**config.mk**
```make
export PLATFORM = sky130hd
export DESIGN_NAME = solution_cost_tracker
export DESIGN_NICKNAME = d
export VERILOG_FILES = /design/src/rtl/solution_cost_tracker.sv
export SDC_FILE = /design/constraint.sdc
export NUM_CORES = 1
export LEC_CHECK = 0
export BUFFER_PORTS_ARGS = -buffer_cell sky130_fd_sc_hd__buf_2
export CORE_AREA = 2 2 155 157
export CTS_BUF_LIST = sky130_fd_sc_hd__clkbuf_2 sky130_fd_sc_hd__clkbuf_4 sky130_fd_sc_hd__clkbuf_8
export CTS_CLUSTER_DIAMETER = 40
export DETAILED_ROUTE_END_ITERATION = 16
export DIE_AREA = 0 0 157 159
export GPL_TIMING_DRIVEN = 0
export PLACE_DENSITY = 0.78
export SYNTH_ARGS = -nofsm -noshare
export SYNTH_HDL_FRONTEND = slang
export SYNTH_SLANG_ARGS = --single-unit
```
**constraint.sdc**
```tcl
create_clock -name clk -period 17.75 [get_ports clk]
set_clock_uncertainty 0.2 [all_clocks]
set_input_delay 0.8875 -clock clk [delete_from_list [all_inputs] [get_ports clk]]
set_output_delay 0.8875 -clock clk [all_outputs]
set_load 0.02 [all_outputs]
```
**src/rtl/solution_cost_tracker.sv**
```systemverilog
// solution_cost_tracker: receives multi-beat GF(2) solution vectors over a
// stream and keeps the cheapest one (popcount or weighted cost).
module solution_cost_tracker #(
  parameter int MAX_VEC_LEN    = 16,
  parameter int AXI_DATA_WIDTH = 8,
  parameter int WEIGHT_W       = 4,
  parameter int COST_W         = 8,
  parameter int COUNT_W        = 16
) (
  input  logic                            clk,
  input  logic                            rst,
  input  logic                            start,
  input  logic [$clog2(MAX_VEC_LEN+1)-1:0] vec_length,
  input  logic                            mode,
  input  logic [MAX_VEC_LEN*WEIGHT_W-1:0] weights,
  input  logic                            s_tvalid,
  output logic                            s_tready,
  input  logic [AXI_DATA_WIDTH-1:0]       s_tdata,
  input  logic                            s_tlast,
  output logic                            busy,
  output logic                            done,
  input  logic                            accepted,
  output logic                            found,
  output logic [COST_W-1:0]               min_cost,
  output logic [MAX_VEC_LEN-1:0]          best_vec,
  output logic [COUNT_W-1:0]              num_solutions,
  output logic [COUNT_W-1:0]              num_ties,
  output logic                            err
);

  localparam int LEN_W = $clog2(MAX_VEC_LEN+1);
  localparam int NB    = (MAX_VEC_LEN + AXI_DATA_WIDTH - 1) / AXI_DATA_WIDTH;
  localparam int BI_W  = (NB > 1) ? $clog2(NB) : 1;
  localparam int VBUF  = NB * AXI_DATA_WIDTH;
  localparam int SUM_W = COST_W + WEIGHT_W + LEN_W;
  localparam logic [SUM_W-1:0] COST_SAT =
    {{(SUM_W-COST_W){1'b0}}, {COST_W{1'b1}}};

  typedef enum logic [2:0] {
    S_IDLE,
    S_RECV,
    S_COST,
    S_UPDATE,
    S_DONE
  } state_t;

  state_t state_q, state_d;

  logic [LEN_W-1:0]                len_q;
  logic                            mode_q;
  logic [MAX_VEC_LEN*WEIGHT_W-1:0] weights_q;
  logic [BI_W-1:0]                 beat_q;
  logic [BI_W-1:0]                 last_beat_q;
  logic [BI_W-1:0]                 last_beat_d;
  logic                            last_q;
  logic [MAX_VEC_LEN-1:0]          vec_q;
  logic [MAX_VEC_LEN-1:0]          vec_d;
  logic [MAX_VEC_LEN-1:0]          len_mask;
  logic [VBUF-1:0]                 placed;
  logic [COST_W-1:0]               cost_q;
  logic [COST_W-1:0]               cost_d;
  logic [SUM_W-1:0]                sum;
  logic                            hs;
  logic                            final_beat;
  int                              nb_start;

  assign hs         = (state_q == S_RECV) && s_tvalid;
  assign final_beat = (beat_q == last_beat_q);
  assign s_tready   = (state_q == S_RECV);
  assign busy       = (state_q == S_RECV) || (state_q == S_COST) ||
                      (state_q == S_UPDATE);
  assign done       = (state_q == S_DONE);

  // a zero-length vector still occupies one beat
  always_comb begin
    nb_start = (int'(vec_length) + AXI_DATA_WIDTH - 1) / AXI_DATA_WIDTH;
    if (nb_start > NB) nb_start = NB;
    if (nb_start < 1) nb_start = 1;
    last_beat_d = BI_W'(nb_start - 1);
  end

  always_comb begin
    for (int i = 0; i < MAX_VEC_LEN; i++) begin
      len_mask[i] = (i < int'(len_q));
    end
  end

  always_comb begin
    placed = VBUF'(s_tdata) << (int'(beat_q) * AXI_DATA_WIDTH);
    vec_d  = ((beat_q == '0) ? '0 : vec_q) |
             (placed[MAX_VEC_LEN-1:0] & len_mask);
  end

  always_comb begin
    sum = '0;
    for (int i = 0; i < MAX_VEC_LEN; i++) begin
      if (vec_q[i]) begin
        sum = sum + (mode_q ? SUM_W'(weights_q[i*WEIGHT_W +: WEIGHT_W])
                            : SUM_W'(1));
      end
    end
    cost_d = (sum > COST_SAT) ? '1 : sum[COST_W-1:0];
  end

  always_comb begin
    state_d = state_q;
    unique case (state_q)
      S_IDLE:   if (start) state_d = S_RECV;
      S_RECV: begin
        if (hs) begin
          if (final_beat)   state_d = S_COST;
          else if (s_tlast) state_d = S_DONE;
        end
      end
      S_COST:   state_d = S_UPDATE;
      S_UPDATE: state_d = last_q ? S_DONE : S_RECV;
      S_DONE:   if (accepted) state_d = S_IDLE;
      default:  state_d = S_IDLE;
    endcase
  end

  always_ff @(posedge clk) begin
    if (rst) begin
      state_q       <= S_IDLE;
      len_q         <= '0;
      mode_q        <= 1'b0;
      weights_q     <= '0;
      beat_q        <= '0;
      last_beat_q   <= '0;
      last_q        <= 1'b0;
      vec_q         <= '0;
      cost_q        <= '0;
      found         <= 1'b0;
      err           <= 1'b0;
      min_cost      <= '1;
      best_vec      <= '0;
      num_solutions <= '0;
      num_ties      <= '0;
    end else begin
      state_q <= state_d;
      unique case (state_q)
        S_IDLE: begin
          if (start) begin
            len_q         <= vec_length;
            mode_q        <= mode;
            weights_q     <= weights;
            last_beat_q   <= last_beat_d;
            beat_q        <= '0;
            last_q        <= 1'b0;
            found         <= 1'b0;
            err           <= 1'b0;
            min_cost      <= '1;
            best_vec      <= '0;
            num_solutions <= '0;
            num_ties      <= '0;
          end
        end
        S_RECV: begin
          if (hs) begin
            vec_q <= vec_d;
            if (final_beat)   last_q <= s_tlast;
            else if (s_tlast) err    <= 1'b1;
            else              beat_q <= beat_q + BI_W'(1);
          end
        end
        S_COST: cost_q <= cost_d;
        S_UPDATE: begin
          beat_q <= '0;
          if (num_solutions != '1) num_solutions <= num_solutions + 1'b1;
          if (!found || cost_q < min_cost) begin
            found    <= 1'b1;
            min_cost <= cost_q;
            best_vec <= vec_q;
          end else if (cost_q == min_cost) begin
            if (num_ties != '1) num_ties <= num_ties + 1'b1;
          end
        end
        default: ;
      endcase
    end
  end

endmodule

```
Word level (Yosys, flattened, before mapping)
Cells that the tools add are included.
- output and inout port bits: 61
- RAM bits: 0
- register bits: 158
- logic and storage cells: 170
- memory bits (read-only): 0
- memories kept: 0
- bits in latches: 0
- bitwise operators: 3
- multiplexer cells: 69
- $lt $le $gt $ge: 20
- equal/unequal tests: 21
- add/subtract/negate cells: 22
- div/mod/pow operators: 0
- $mul: 0
- shifts and indexed selects: 1
- reduce and logical (&&, ||, !) cells: 19
- operator list (cell ; count):
    $add A17 B4 Y17 ; 15
    $mux W17 ; 15
    $mux W16 ; 7
    $pmux W16 S2 ; 3
    $mux W4 ; 17
    $lt A4 B5 Y1 const A ; 8
    $add A16 B1 Y16 const B ; 2
    $add A32 B1 Y32 ; 1
    $gt A32 B3 Y1 const B ; 1
    $lt A32 B2 Y1 const B ; 1
    $mux W32 ; 1
    $ne A16 B16 Y1 const B ; 2
    $mux W8 ; 3
    $lt A3 B5 Y1 const A ; 4
    $mux W3 ; 6
    $gt A17 B8 Y1 const B ; 1
    $and A16 B16 Y16 ; 1
    $ne A2 B1 Y1 const B ; 8
    $or A16 B16 Y16 ; 1
    $pmux W8 S2 ; 1
    $shl A8 B4 Y16 ; 1
    $pmux W3 S5 ; 1
    $reduce_and A5 Y1 ; 3
    $mux W1 ; 11
    other kinds (27) ; 41

Depth between registers and ports, before layout
Gate-level depths: netlist of the first run.
- depth after elaboration: 34
- mapped depth: 68

Worst setup path before layout of the first run
No wires, ideal clock.
- kind: register to register
- start point: register mode_q
- end point: register cost_q[0]
- period minus slack after synthesis: 13.491 ns
- arrival: 13.203 ns
- stages on the path, launching flop included: 59
- setup slack: 4.259 ns
- cell sequence: dfxtp_1 clkbuf_1 clkbuf_1 nand2b_1 ha_1 fa_1 nand2_1 nand2_1 fa_1 nor2b_1 a31o_2 fa_1 mux2_2 fa_1 mux2_2 fa_1 mux2i_1 inv_1 [... 23 more ...] a21o_1 a21oi_1 xnor2_1 nand2_1 o311ai_0 ha_1 nor2b_1 o21ai_0 or2_1 clkbuf_1 nor2_1 mux2_1 o2111a_1 o211ai_1 nand4_1 and4_1 a21o_4 a311oi_2
- longest elaborated chain between the ends: 34
- elaborated cells between the ends (all ways): 49
- ends and longest elaborated chain (item ; line ; text):
    start, declared ; 50 ; logic mode_q;
    start signal, assigned ; 145 ; mode_q <= mode;
    $mux W4 ; 98 ; sum = sum + (mode_q ? SUM_W'(weights_q[i*WEIGHT_W +: WEIGHT_W])
    $mux W4 ; 97 ; if (vec_q[i]) begin
    $add A17 B4 Y17 ; 98 ;
    $mux W17 ; 97 ;
    $add A17 B4 Y17 ; 98 ;
    $mux W17 ; 97 ;
    $add A17 B4 Y17 ; 98 ;
    $mux W17 ; 97 ;
    [... 18 more ...] ; n/a ;
    $add A17 B4 Y17 ; 98 ;
    $mux W17 ; 97 ;
    $add A17 B4 Y17 ; 98 ;
    $mux W17 ; 97 ;
    $add A17 B4 Y17 ; 98 ;
    $mux W17 * ; 97 ;
    $gt A17 B8 Y1 ; 102 ; cost_d = (sum > COST_SAT) ? '1 : sum[COST_W-1:0];
    $mux W8 * ; 102 ;
    end signal, assigned ; 166 ; S_COST: cost_q <= cost_d;
    end, declared ; 60 ; logic [COST_W-1:0] cost_q;
Every way passes the cells marked *; elsewhere a longest branch is shown, timed or not.
A chain may end at the register's enable or synchronous reset.

Worst setup path in the final report of the first run
Ends and elaborated chain as after synthesis.

==> flow_summary.html, run 1 <==
<table>
<tr><th>Metric</th><th>Value</th></tr>
<tr><th colspan="2">Clocking</th></tr>
<tr><td># hold bufs at CTS</td><td>0</td></tr>
<tr><td>Number of buffers added by the clock tree synthesis step</td><td>17</td></tr>
<tr><td>Post-CTS setup repair buffer count</td><td>0</td></tr>
<tr><td>H-tree Lvls</td><td>4</td></tr>
<tr><td>Clock network latency to the later pin of the worst-skew pair</td><td>0.47 ns</td></tr>
<tr><td>Cts repair resizes</td><td>0</td></tr>
<tr><td>Clock tree from TritonCTS</td><td>built</td></tr>
<tr><td>Clock slew at the register clock pins of the worst setup and hold paths</td><td>0.10 ns</td></tr>
<tr><td>Total number of clock tree sinks</td><td>158</td></tr>
<tr><td>Maximum buffer depth of the clock tree</td><td>2</td></tr>
<tr><td>Root buf cell</td><td>sky130_fd_sc_hd__clkbuf_8</td></tr>
<tr><th colspan="2">Cells and area</th></tr>
<tr><td>Synthesis-to-finish area growth</td><td>13.3%</td></tr>
<tr><td>Final standard cell area without fillers</td><td>12900 sq um</td></tr>
<tr><td>Combined flip-flop and latch cell area</td><td>3160 sq um</td></tr>
<tr><td>Fraction of final layout cells sized beyond drive strength 1</td><td>15.0%</td></tr>
<tr><td>Final Instance Count excl. Fillers</td><td>1969</td></tr>
<tr><td>Area taken by multi-input logic gates</td><td>7700 sq um</td></tr>
<tr><td>Count of filler cells inserted in the layout</td><td>2247</td></tr>
<tr><td>Final-stage net count</td><td>1805</td></tr>
<tr><th colspan="2">Floorplanning</th></tr>
<tr><td>Cell Rows</td><td>56</td></tr>
<tr><td>Initial Utilization</td><td>49.2%</td></tr>
<tr><td>Io pins</td><td>145</td></tr>
<tr><td>Horiz. Die Dim</td><td>157 microns</td></tr>
<tr><td>Placeable core area</td><td>23200 sq um</td></tr>
<tr><td>Total Die Area</td><td>25000 sq um</td></tr>
<tr><td>Chip Height</td><td>159 microns</td></tr>
<tr><th colspan="2">Global routing</th></tr>
<tr><td>Initial antenna violation count</td><td>1</td></tr>
<tr><td>Vias in the first global route</td><td>10257</td></tr>
<tr><td>Global route hottest layer</td><td>met2</td></tr>
<tr><td>Overall global routing resource usage</td><td>24.4%</td></tr>
<tr><td>First-pass GRT wire length</td><td>49.4 mm</td></tr>
<tr><td>Largest net degree at the start of global routing</td><td>17</td></tr>
<tr><td>GR Util met2</td><td>40.0%</td></tr>
<tr><td>GR Overflow Total</td><td>0</td></tr>
<tr><td>Met3 GRT Util</td><td>3.57%</td></tr>
<tr><td>GR met1 Demand/Resource</td><td>32.7%</td></tr>
<tr><th colspan="2">Placement</th></tr>
<tr><td># placed instances</td><td>1936</td></tr>
<tr><td>Buffers on Ports</td><td>144</td></tr>
<tr><td>GP Congestion</td><td>0.891</td></tr>
<tr><td>DP Area</td><td>12500 sq um</td></tr>
<tr><td>Dpl hpwl</td><td>23.5 mm</td></tr>
<tr><th colspan="2">Run</th></tr>
<tr><td>Maxcap violations</td><td>0</td></tr>
<tr><th colspan="2">Setup path</th></tr>
<tr><td>Worst Setup Start Kind</td><td>register</td></tr>
<tr><td>Worst path top cell family by delay</td><td>adder cells</td></tr>
<tr><td>Worst setup EP type</td><td>register</td></tr>
<tr><td>Most numerous cell on the critical path</td><td>sky130_fd_sc_hd__fa_1</td></tr>
<tr><td>Critical path's largest stage delay</td><td>0.66 ns</td></tr>
<tr><td>Count of cells along the worst register-to-register path</td><td>58</td></tr>
<tr><td>Critical path class</td><td>register to register</td></tr>
<tr><td>Data arrival time of the critical path</td><td>15.79 ns</td></tr>
<tr><td>Number of stages on the worst setup path</td><td>58</td></tr>
<tr><td>Crit-path max FO</td><td>10</td></tr>
<tr><td>CP Data Required Time</td><td>17.89 ns</td></tr>
<tr><td>Standard cell with the maximum stage delay on the critical path</td><td>sky130_fd_sc_hd__clkbuf_1</td></tr>
<tr><td>Crit path buf inv count</td><td>7</td></tr>
<tr><th colspan="2">Timing</th></tr>
<tr><td>Fin. Hold Viols</td><td>0</td></tr>
<tr><td>Count of final max-slew check failures</td><td>0</td></tr>
<tr><td>Maximum operating frequency</td><td>63.9 MHz</td></tr>
<tr><td>Number of setup violations in the final report</td><td>0</td></tr>
<tr><td>Final-layout setup total negative slack</td><td>0 ns</td></tr>
<tr><td>Final min period</td><td>15.65 ns</td></tr>
<tr><td>Worst slew margin relative to its limit</td><td>36.6%</td></tr>
<tr><td>RSZ-0062 raised after global routing</td><td>false</td></tr>
<tr><td>Transition time at the pin with the least slew margin</td><td>0.952 ns</td></tr>
<tr><td>Post-route clock period utilization</td><td>88.2%</td></tr>
<tr><th colspan="2">Min path</th></tr>
<tr><td>Path type of the worst min-delay path</td><td>register to register</td></tr>
<tr><td>Hold depth</td><td>2</td></tr>
<tr><th colspan="2">Synthesis</th></tr>
<tr><td>Leading register cell type out of synthesis</td><td>sky130_fd_sc_hd__dfxtp_1</td></tr>
<tr><td>Number of enable-type register cells in the synthesized netlist</td><td>0</td></tr>
<tr><td>Share of the synthesized area in the top cell type</td><td>27.7%</td></tr>
<tr><td>Synthesis warning total</td><td>0</td></tr>
<tr><td>Nets in the synthesized netlist</td><td>1642</td></tr>
<tr><td>Most instantiated library cell after synthesis</td><td>sky130_fd_sc_hd__nand2_1</td></tr>
<tr><td>Register area share after synthesis</td><td>27.7%</td></tr>
<tr><td>Flops &amp; latches, synth</td><td>158</td></tr>
<tr><td>Async set-reset flop share out of synthesis</td><td>0%</td></tr>
<tr><td>Cell area after synthesis</td><td>11400 sq um</td></tr>
<tr><td>Library cell with the largest summed area after synthesis</td><td>sky130_fd_sc_hd__dfxtp_1</td></tr>
<tr><td>Cell types with the largest area share after synthesis</td><td>sky130_fd_sc_hd__dfxtp_1 (28%), sky130_fd_sc_hd__nand2_1 (8.2%), sky130_fd_sc_hd__ha_1 (7.7%)</td></tr>
<tr><td>Post-synthesis cell type count</td><td>81</td></tr>
<tr><td>Cells after synthesis</td><td>1473</td></tr>
<tr><td>Most common library cells after synthesis</td><td>sky130_fd_sc_hd__nand2_1 (249), sky130_fd_sc_hd__dfxtp_1 (158), sky130_fd_sc_hd__a21oi_1 (150), sky130_fd_sc_hd__nor2_1 (104), sky130_fd_sc_hd__ha_1 (70)</td></tr>
<tr><td>Post-synthesis average cell area</td><td>7.74 sq um</td></tr>
<tr><th colspan="2">Routing</th></tr>
<tr><td>Iteration count of the initial detailed-routing pass</td><td>7</td></tr>
<tr><td>DRC viols</td><td>0</td></tr>
<tr><td>Drt wl/cell</td><td>15.3 microns</td></tr>
<tr><td>Iteration-0 DRC count of the detailed router</td><td>899</td></tr>
<tr><td>Post-DRT Antenna Nets</td><td>0</td></tr>
<tr><td>Via-per-instance ratio</td><td>5.50</td></tr>
<tr><td>Routed wire length</td><td>30.1 mm</td></tr>
<tr><td>Vias post-DR</td><td>10823</td></tr>
<tr><th colspan="2">Power</th></tr>
<tr><td>Total net switching power</td><td>0.000298 W</td></tr>
<tr><td>Relative contribution of combinational cells to total power</td><td>23.2%</td></tr>
<tr><td>Clk network pwr share</td><td>31.6%</td></tr>
<tr><td>Proportion of total power due to net switching</td><td>34.6%</td></tr>
<tr><td>Static Leak</td><td>5.54 nW</td></tr>
<tr><td>Worst IR drop on VDD</td><td>0.0000394 V</td></tr>
<tr><td>Internal portion of total power</td><td>0.000564 W</td></tr>
<tr><td>Power density relative to cell area</td><td>66.8 nW/um^2</td></tr>
<tr><td>Power share of the sequential group</td><td>45.2%</td></tr>
<tr><th colspan="2">Outcome</th></tr>
<tr><td>Run status</td><td>finished clean</td></tr>
</table>
==> flip-flops by register name (all words and copies together) (netlist names), 3 cells and up <==
name           flops
min_cost           8
best_vec          16
num_solutions     16
len_q              5
vec_q             16
num_ties          16
cost_q             8
state_q            3
weights_q         64
==> cells in the final DEF (no fill, tap or decap), types with 12 or more instances in the layout <==
| cell type | instances |
|---|---|
| sky130_fd_sc_hd__nor2_1 | 104 |
| sky130_fd_sc_hd__mux2i_1 | 20 |
| sky130_fd_sc_hd__xor2_1 | 34 |
| sky130_fd_sc_hd__nand2b_1 | 41 |
| sky130_fd_sc_hd__mux2_2 | 26 |
| sky130_fd_sc_hd__o21ai_0 | 56 |
| sky130_fd_sc_hd__inv_1 | 65 |
| sky130_fd_sc_hd__nand4_1 | 16 |
| sky130_fd_sc_hd__dfxtp_1 | 158 |
| sky130_fd_sc_hd__nand3_1 | 52 |
| sky130_fd_sc_hd__and3_1 | 12 |
| sky130_fd_sc_hd__clkbuf_1 | 68 |
| sky130_fd_sc_hd__buf_2 | 151 |
| sky130_fd_sc_hd__fa_1 | 15 |
| sky130_fd_sc_hd__a21oi_1 | 150 |
| sky130_fd_sc_hd__and2_1 | 40 |
| sky130_fd_sc_hd__ha_1 | 70 |
| sky130_fd_sc_hd__nor3_1 | 21 |
| sky130_fd_sc_hd__nor2b_1 | 28 |
| sky130_fd_sc_hd__xnor2_1 | 45 |
| sky130_fd_sc_hd__a21o_1 | 20 |
| sky130_fd_sc_hd__o21a_1 | 14 |
| sky130_fd_sc_hd__clkbuf_8 | 17 |
| sky130_fd_sc_hd__nand2_1 | 249 |
==> metal layers <==
layer / routed length [microns] / share of wire (%) / vias to the layer above
met1: 13800 / 46 / 5051
met3: 1940 / 6.4 / 40
li1: - / - / 5405
met2: 13800 / 46 / 325
met5: 13 / 0.043 / -
met4: 603 / 2.0 / 2
==> path summary, 6_finish.rpt <==
kind | startpoint | to | slack (ns)
setup / recovery | mode_q | cost_q[0] | 2.10
hold reg to reg | weights_q[28] | weights_q[28] | 0.25
setup reg to reg | mode_q | cost_q[0] | 2.10
hold / removal | weights_q[28] | weights_q[28] | 0.25
==> per-stage QoR <==
stage	utilization [%]	hold WS [ns]	power (W)	setup slack, ns
after global placement	54.0	0.240	0.000588	2.50
after CTS	55.7	0.257	0.000866	2.03
after detailed placement	54.0	0.243	0.000597	2.05
final	55.7	0.254	0.000863	2.10
after global routing	55.7	0.278	0.000912	0.972
after floorplan	-	0.231	0.000533	4.26
==> power by group through the flow <==
stage | clock network, W | logic (W) | registers (W)
3_3_place_gp | 0 | 0.000191 | 0.000397
4_1_cts | 0.000276 | 0.000200 | 0.000390
5_1_grt | 0.000292 | 0.000227 | 0.000393
6_report | 0.000273 | 0.000200 | 0.000390
3_5_place_dp | 0 | 0.000199 | 0.000398
2_1_floorplan | 0 | 0.000139 | 0.000395
==> worst register-to-register path, delay by kind of cell, from the launching register on <==
| family | cells | cell delay [ns] |
|---|---|---|
| simple gates | 14 | 1.46 |
| mux | 7 | 1.81 |
| flops | 1 | 0.37 |
| fa+ha+maj | 15 | 6.73 |
| xor+xnor | 1 | 0.15 |
| compound gates | 14 | 3.25 |
| buf+inv | 7 | 1.55 |
==> logic make-up after synthesis <==
logic type,count (synthesis),share of synthesized area [%]
simple gates,601,24.7
compound gates,347,19.3
flops,158,27.7
buf+inv,142,4.75
xor+xnor,91,8.47
fa+ha+maj,85,10.3
mux,49,4.67
==> area by class of cell <==
class	count	share of cell area, %
clock buffer	17	1.81
inverter	65	1.89
multi-input combinational	1173	59.6
tap	319	3.09
timing repair buffer	144	5.58
clock inverter	15	1.20
buffer	77	2.31
sequential	158	24.5
antenna	1	0.0194
Power figures use the tool's default switching activity.
==> run 2, diff against run 1 <==
Settings changed: PLACE_DENSITY 0.78 to 0.69.
==> run 2 against run 1 <==
Net effect:
- setup slack better by 0.21 ns
- clock power is 7.3% higher
- final cell count hardly changed
- sequential share of layout area about the same
- first-iteration DRC count decreased by 23%
- core utilization is 0.10 points higher
==> flow_summary.html, run 2 (synthesis results as in run 1) <==
<table>
<tr><th>Metric</th><th>Value</th></tr>
<tr><th colspan="2">Outcome</th></tr>
<tr><td>Run status</td><td>finished clean</td></tr>
<tr><th colspan="2">Floorplanning</th></tr>
<tr><td>Initial Utilization</td><td>49.2%</td></tr>
<tr><td>Total Die Area</td><td>25000 sq um</td></tr>
<tr><td>Chip Height</td><td>159 microns</td></tr>
<tr><td>Io pins</td><td>145</td></tr>
<tr><td>Cell Rows</td><td>56</td></tr>
<tr><td>Horiz. Die Dim</td><td>157 microns</td></tr>
<tr><td>Placeable core area</td><td>23200 sq um</td></tr>
<tr><th colspan="2">Global routing</th></tr>
<tr><td>GR Util met2</td><td>38.6%</td></tr>
<tr><td>GR met1 Demand/Resource</td><td>36.2%</td></tr>
<tr><td>Vias in the first global route</td><td>9834</td></tr>
<tr><td>GR Overflow Total</td><td>0</td></tr>
<tr><td>Largest net degree at the start of global routing</td><td>17</td></tr>
<tr><td>Initial antenna violation count</td><td>0</td></tr>
<tr><td>Global route hottest layer</td><td>met2</td></tr>
<tr><td>Met3 GRT Util</td><td>3.18%</td></tr>
<tr><td>Overall global routing resource usage</td><td>24.8%</td></tr>
<tr><td>First-pass GRT wire length</td><td>49.8 mm</td></tr>
<tr><th colspan="2">Timing</th></tr>
<tr><td>Number of setup violations in the final report</td><td>0</td></tr>
<tr><td>Final-layout setup total negative slack</td><td>0 ns</td></tr>
<tr><td>Post-route clock period utilization</td><td>87.0%</td></tr>
<tr><td>Maximum operating frequency</td><td>64.8 MHz</td></tr>
<tr><td>Fin. Hold Viols</td><td>0</td></tr>
<tr><td>Worst hold slack</td><td>0.255 ns</td></tr>
<tr><td>Count of final max-slew check failures</td><td>0</td></tr>
<tr><td>Transition time at the pin with the least slew margin</td><td>0.888 ns</td></tr>
<tr><td>RSZ-0062 raised after global routing</td><td>false</td></tr>
<tr><td>Worst slew margin relative to its limit</td><td>40.3%</td></tr>
<tr><td>Final min period</td><td>15.44 ns</td></tr>
<tr><th colspan="2">Setup path</th></tr>
<tr><td>Worst setup EP type</td><td>register</td></tr>
<tr><td>Crit-path max FO</td><td>10</td></tr>
<tr><td>Critical path's largest stage delay</td><td>0.57 ns</td></tr>
<tr><td>CP Data Required Time</td><td>17.88 ns</td></tr>
<tr><td>Critical path class</td><td>register to register</td></tr>
<tr><td>Worst Setup Start Kind</td><td>register</td></tr>
<tr><td>Most numerous cell on the critical path</td><td>sky130_fd_sc_hd__fa_1</td></tr>
<tr><td>Data arrival time of the critical path</td><td>15.58 ns</td></tr>
<tr><td>Standard cell with the maximum stage delay on the critical path</td><td>sky130_fd_sc_hd__clkbuf_1</td></tr>
<tr><th colspan="2">Power</th></tr>
<tr><td>Power share of the sequential group</td><td>44.3%</td></tr>
<tr><td>Static Leak</td><td>5.57 nW</td></tr>
<tr><td>Clk network pwr share</td><td>33.2%</td></tr>
<tr><td>Worst IR drop on VDD</td><td>0.0000463 V</td></tr>
<tr><td>Total net switching power</td><td>0.000301 W</td></tr>
<tr><td>Proportion of total power due to net switching</td><td>34.2%</td></tr>
<tr><td>Power density relative to cell area</td><td>68.1 nW/um^2</td></tr>
<tr><td>Internal portion of total power</td><td>0.000580 W</td></tr>
<tr><td>Relative contribution of combinational cells to total power</td><td>22.5%</td></tr>
<tr><th colspan="2">Cells and area</th></tr>
<tr><td>Antenna cells</td><td>0</td></tr>
<tr><td>Number of flip-flops in the largest register</td><td>64</td></tr>
<tr><td>Synthesis-to-finish area growth</td><td>13.5%</td></tr>
<tr><td>Top reg by flops</td><td>weights_q</td></tr>
<tr><td>Combined flip-flop and latch cell area</td><td>3160 sq um</td></tr>
<tr><td>Most common library cell in the layout ignoring fill and taps</td><td>sky130_fd_sc_hd__nand2_1</td></tr>
<tr><td>Most frequent cells in the layout</td><td>sky130_fd_sc_hd__nand2_1 (249), sky130_fd_sc_hd__dfxtp_1 (158), sky130_fd_sc_hd__buf_2 (151)</td></tr>
<tr><td>Final-stage net count</td><td>1805</td></tr>
<tr><td>Count of filler cells inserted in the layout</td><td>2210</td></tr>
<tr><td>Area taken by multi-input logic gates</td><td>7700 sq um</td></tr>
<tr><td>Fraction of final layout cells sized beyond drive strength 1</td><td>15.0%</td></tr>
<tr><th colspan="2">Clocking</th></tr>
<tr><td>Root buf cell</td><td>sky130_fd_sc_hd__clkbuf_8</td></tr>
<tr><td>H-tree Lvls</td><td>4</td></tr>
<tr><td>Number of buffers added by the clock tree synthesis step</td><td>17</td></tr>
<tr><td>Clock slew at the register clock pins of the worst setup and hold paths</td><td>0.10 ns</td></tr>
<tr><td>Total number of clock tree sinks</td><td>158</td></tr>
<tr><td>Post-CTS setup repair buffer count</td><td>0</td></tr>
<tr><td>Cts repair resizes</td><td>0</td></tr>
<tr><td># hold bufs at CTS</td><td>0</td></tr>
<tr><td>Maximum buffer depth of the clock tree</td><td>2</td></tr>
<tr><td>Clock tree from TritonCTS</td><td>built</td></tr>
<tr><td>Clock network latency to the later pin of the worst-skew pair</td><td>0.48 ns</td></tr>
<tr><th colspan="2">Routing</th></tr>
<tr><td>Drt wl/cell</td><td>15.6 microns</td></tr>
<tr><td>Iteration count of the initial detailed-routing pass</td><td>5</td></tr>
<tr><td>Routed wire length</td><td>30.6 mm</td></tr>
<tr><td>Iteration-0 DRC count of the detailed router</td><td>693</td></tr>
<tr><td>DRC viols</td><td>0</td></tr>
<tr><td>Vias post-DR</td><td>10587</td></tr>
<tr><td>Via-per-instance ratio</td><td>5.38</td></tr>
<tr><td>Post-DRT Antenna Nets</td><td>0</td></tr>
<tr><th colspan="2">Min path</th></tr>
<tr><td>Path type of the worst min-delay path</td><td>register to register</td></tr>
<tr><th colspan="2">Run</th></tr>
<tr><td>Maxcap violations</td><td>0</td></tr>
<tr><th colspan="2">Placement</th></tr>
<tr><td>GP Congestion</td><td>0.927</td></tr>
<tr><td>Buffers on Ports</td><td>144</td></tr>
<tr><td>Dpl hpwl</td><td>24.3 mm</td></tr>
</table>
==> run 2: cell type report <==
type / count / area share (%)
Sequential cell: 158 / 24.4
Buffer: 77 / 2.30
Clock buffer: 18 / 1.87
Timing Repair Buffer: 144 / 5.57
Multi-Input combinational cell: 1173 / 59.5
Inverter: 65 / 1.89
Tap cell: 319 / 3.08
Clock inverter: 14 / 1.34
==> run 2: worst paths after layout <==
path / slack (ns) / startpoint / cells after the start / end
worst min register to register: 0.26 / weights_q[50] / 2 / weights_q[50]
worst max register to register: 2.31 / mode_q / 58 / cost_q[0]
worst min-delay path: 0.26 / weights_q[50] / 2 / weights_q[50]
worst max-delay path: 2.31 / mode_q / 58 / cost_q[0]
==> run 2: through the flow <==
stage / power (W) / util [%] / cell area, sq um / cells / setup WS (ns)
2_1_floorplan: 0.000533 / - / 11400 / 1473 / 4.26
3_3_place_gp: 0.000591 / 54.0 / 12500 / 1936 / 2.58
3_5_place_dp: 0.000597 / 54.0 / 12500 / 1936 / 2.37
4_1_cts: 0.000887 / 55.8 / 12900 / 1968 / 2.40
5_1_grt: 0.000931 / 55.8 / 12900 / 1968 / 1.13
6_report: 0.000882 / 55.8 / 12900 / 1968 / 2.31
==> run 2: worst max-delay path: cells and delay by family, from the launching register on <==
kind	cells	cell delay, ns
AO/OA/AOI/OAI	14	3.19
XOR/XNOR	1	0.15
adder cells (fa/ha/maj)	15	6.70
buffers and inverters	7	1.43
flip-flops	1	0.35
multiplexers	7	1.81
AND/OR/NAND/NOR	14	1.45
==> run 2: power groups by stage <==
stage	logic [W]	registers [W]	clock network, W
6_report	0.000199	0.000390	0.000293
3_5_place_dp	0.000198	0.000399	0
3_3_place_gp	0.000193	0.000398	0
2_1_floorplan	0.000139	0.000395	0
5_1_grt	0.000226	0.000393	0.000312
4_1_cts	0.000199	0.000390	0.000298
==> run 2: routing by layer <==
metal  share of wire (%)  vias up
met1                  50     4881
li1                    -     5417
met3                 5.1       32
met4                 1.6        0
met2                  43      257
met5                   0        -
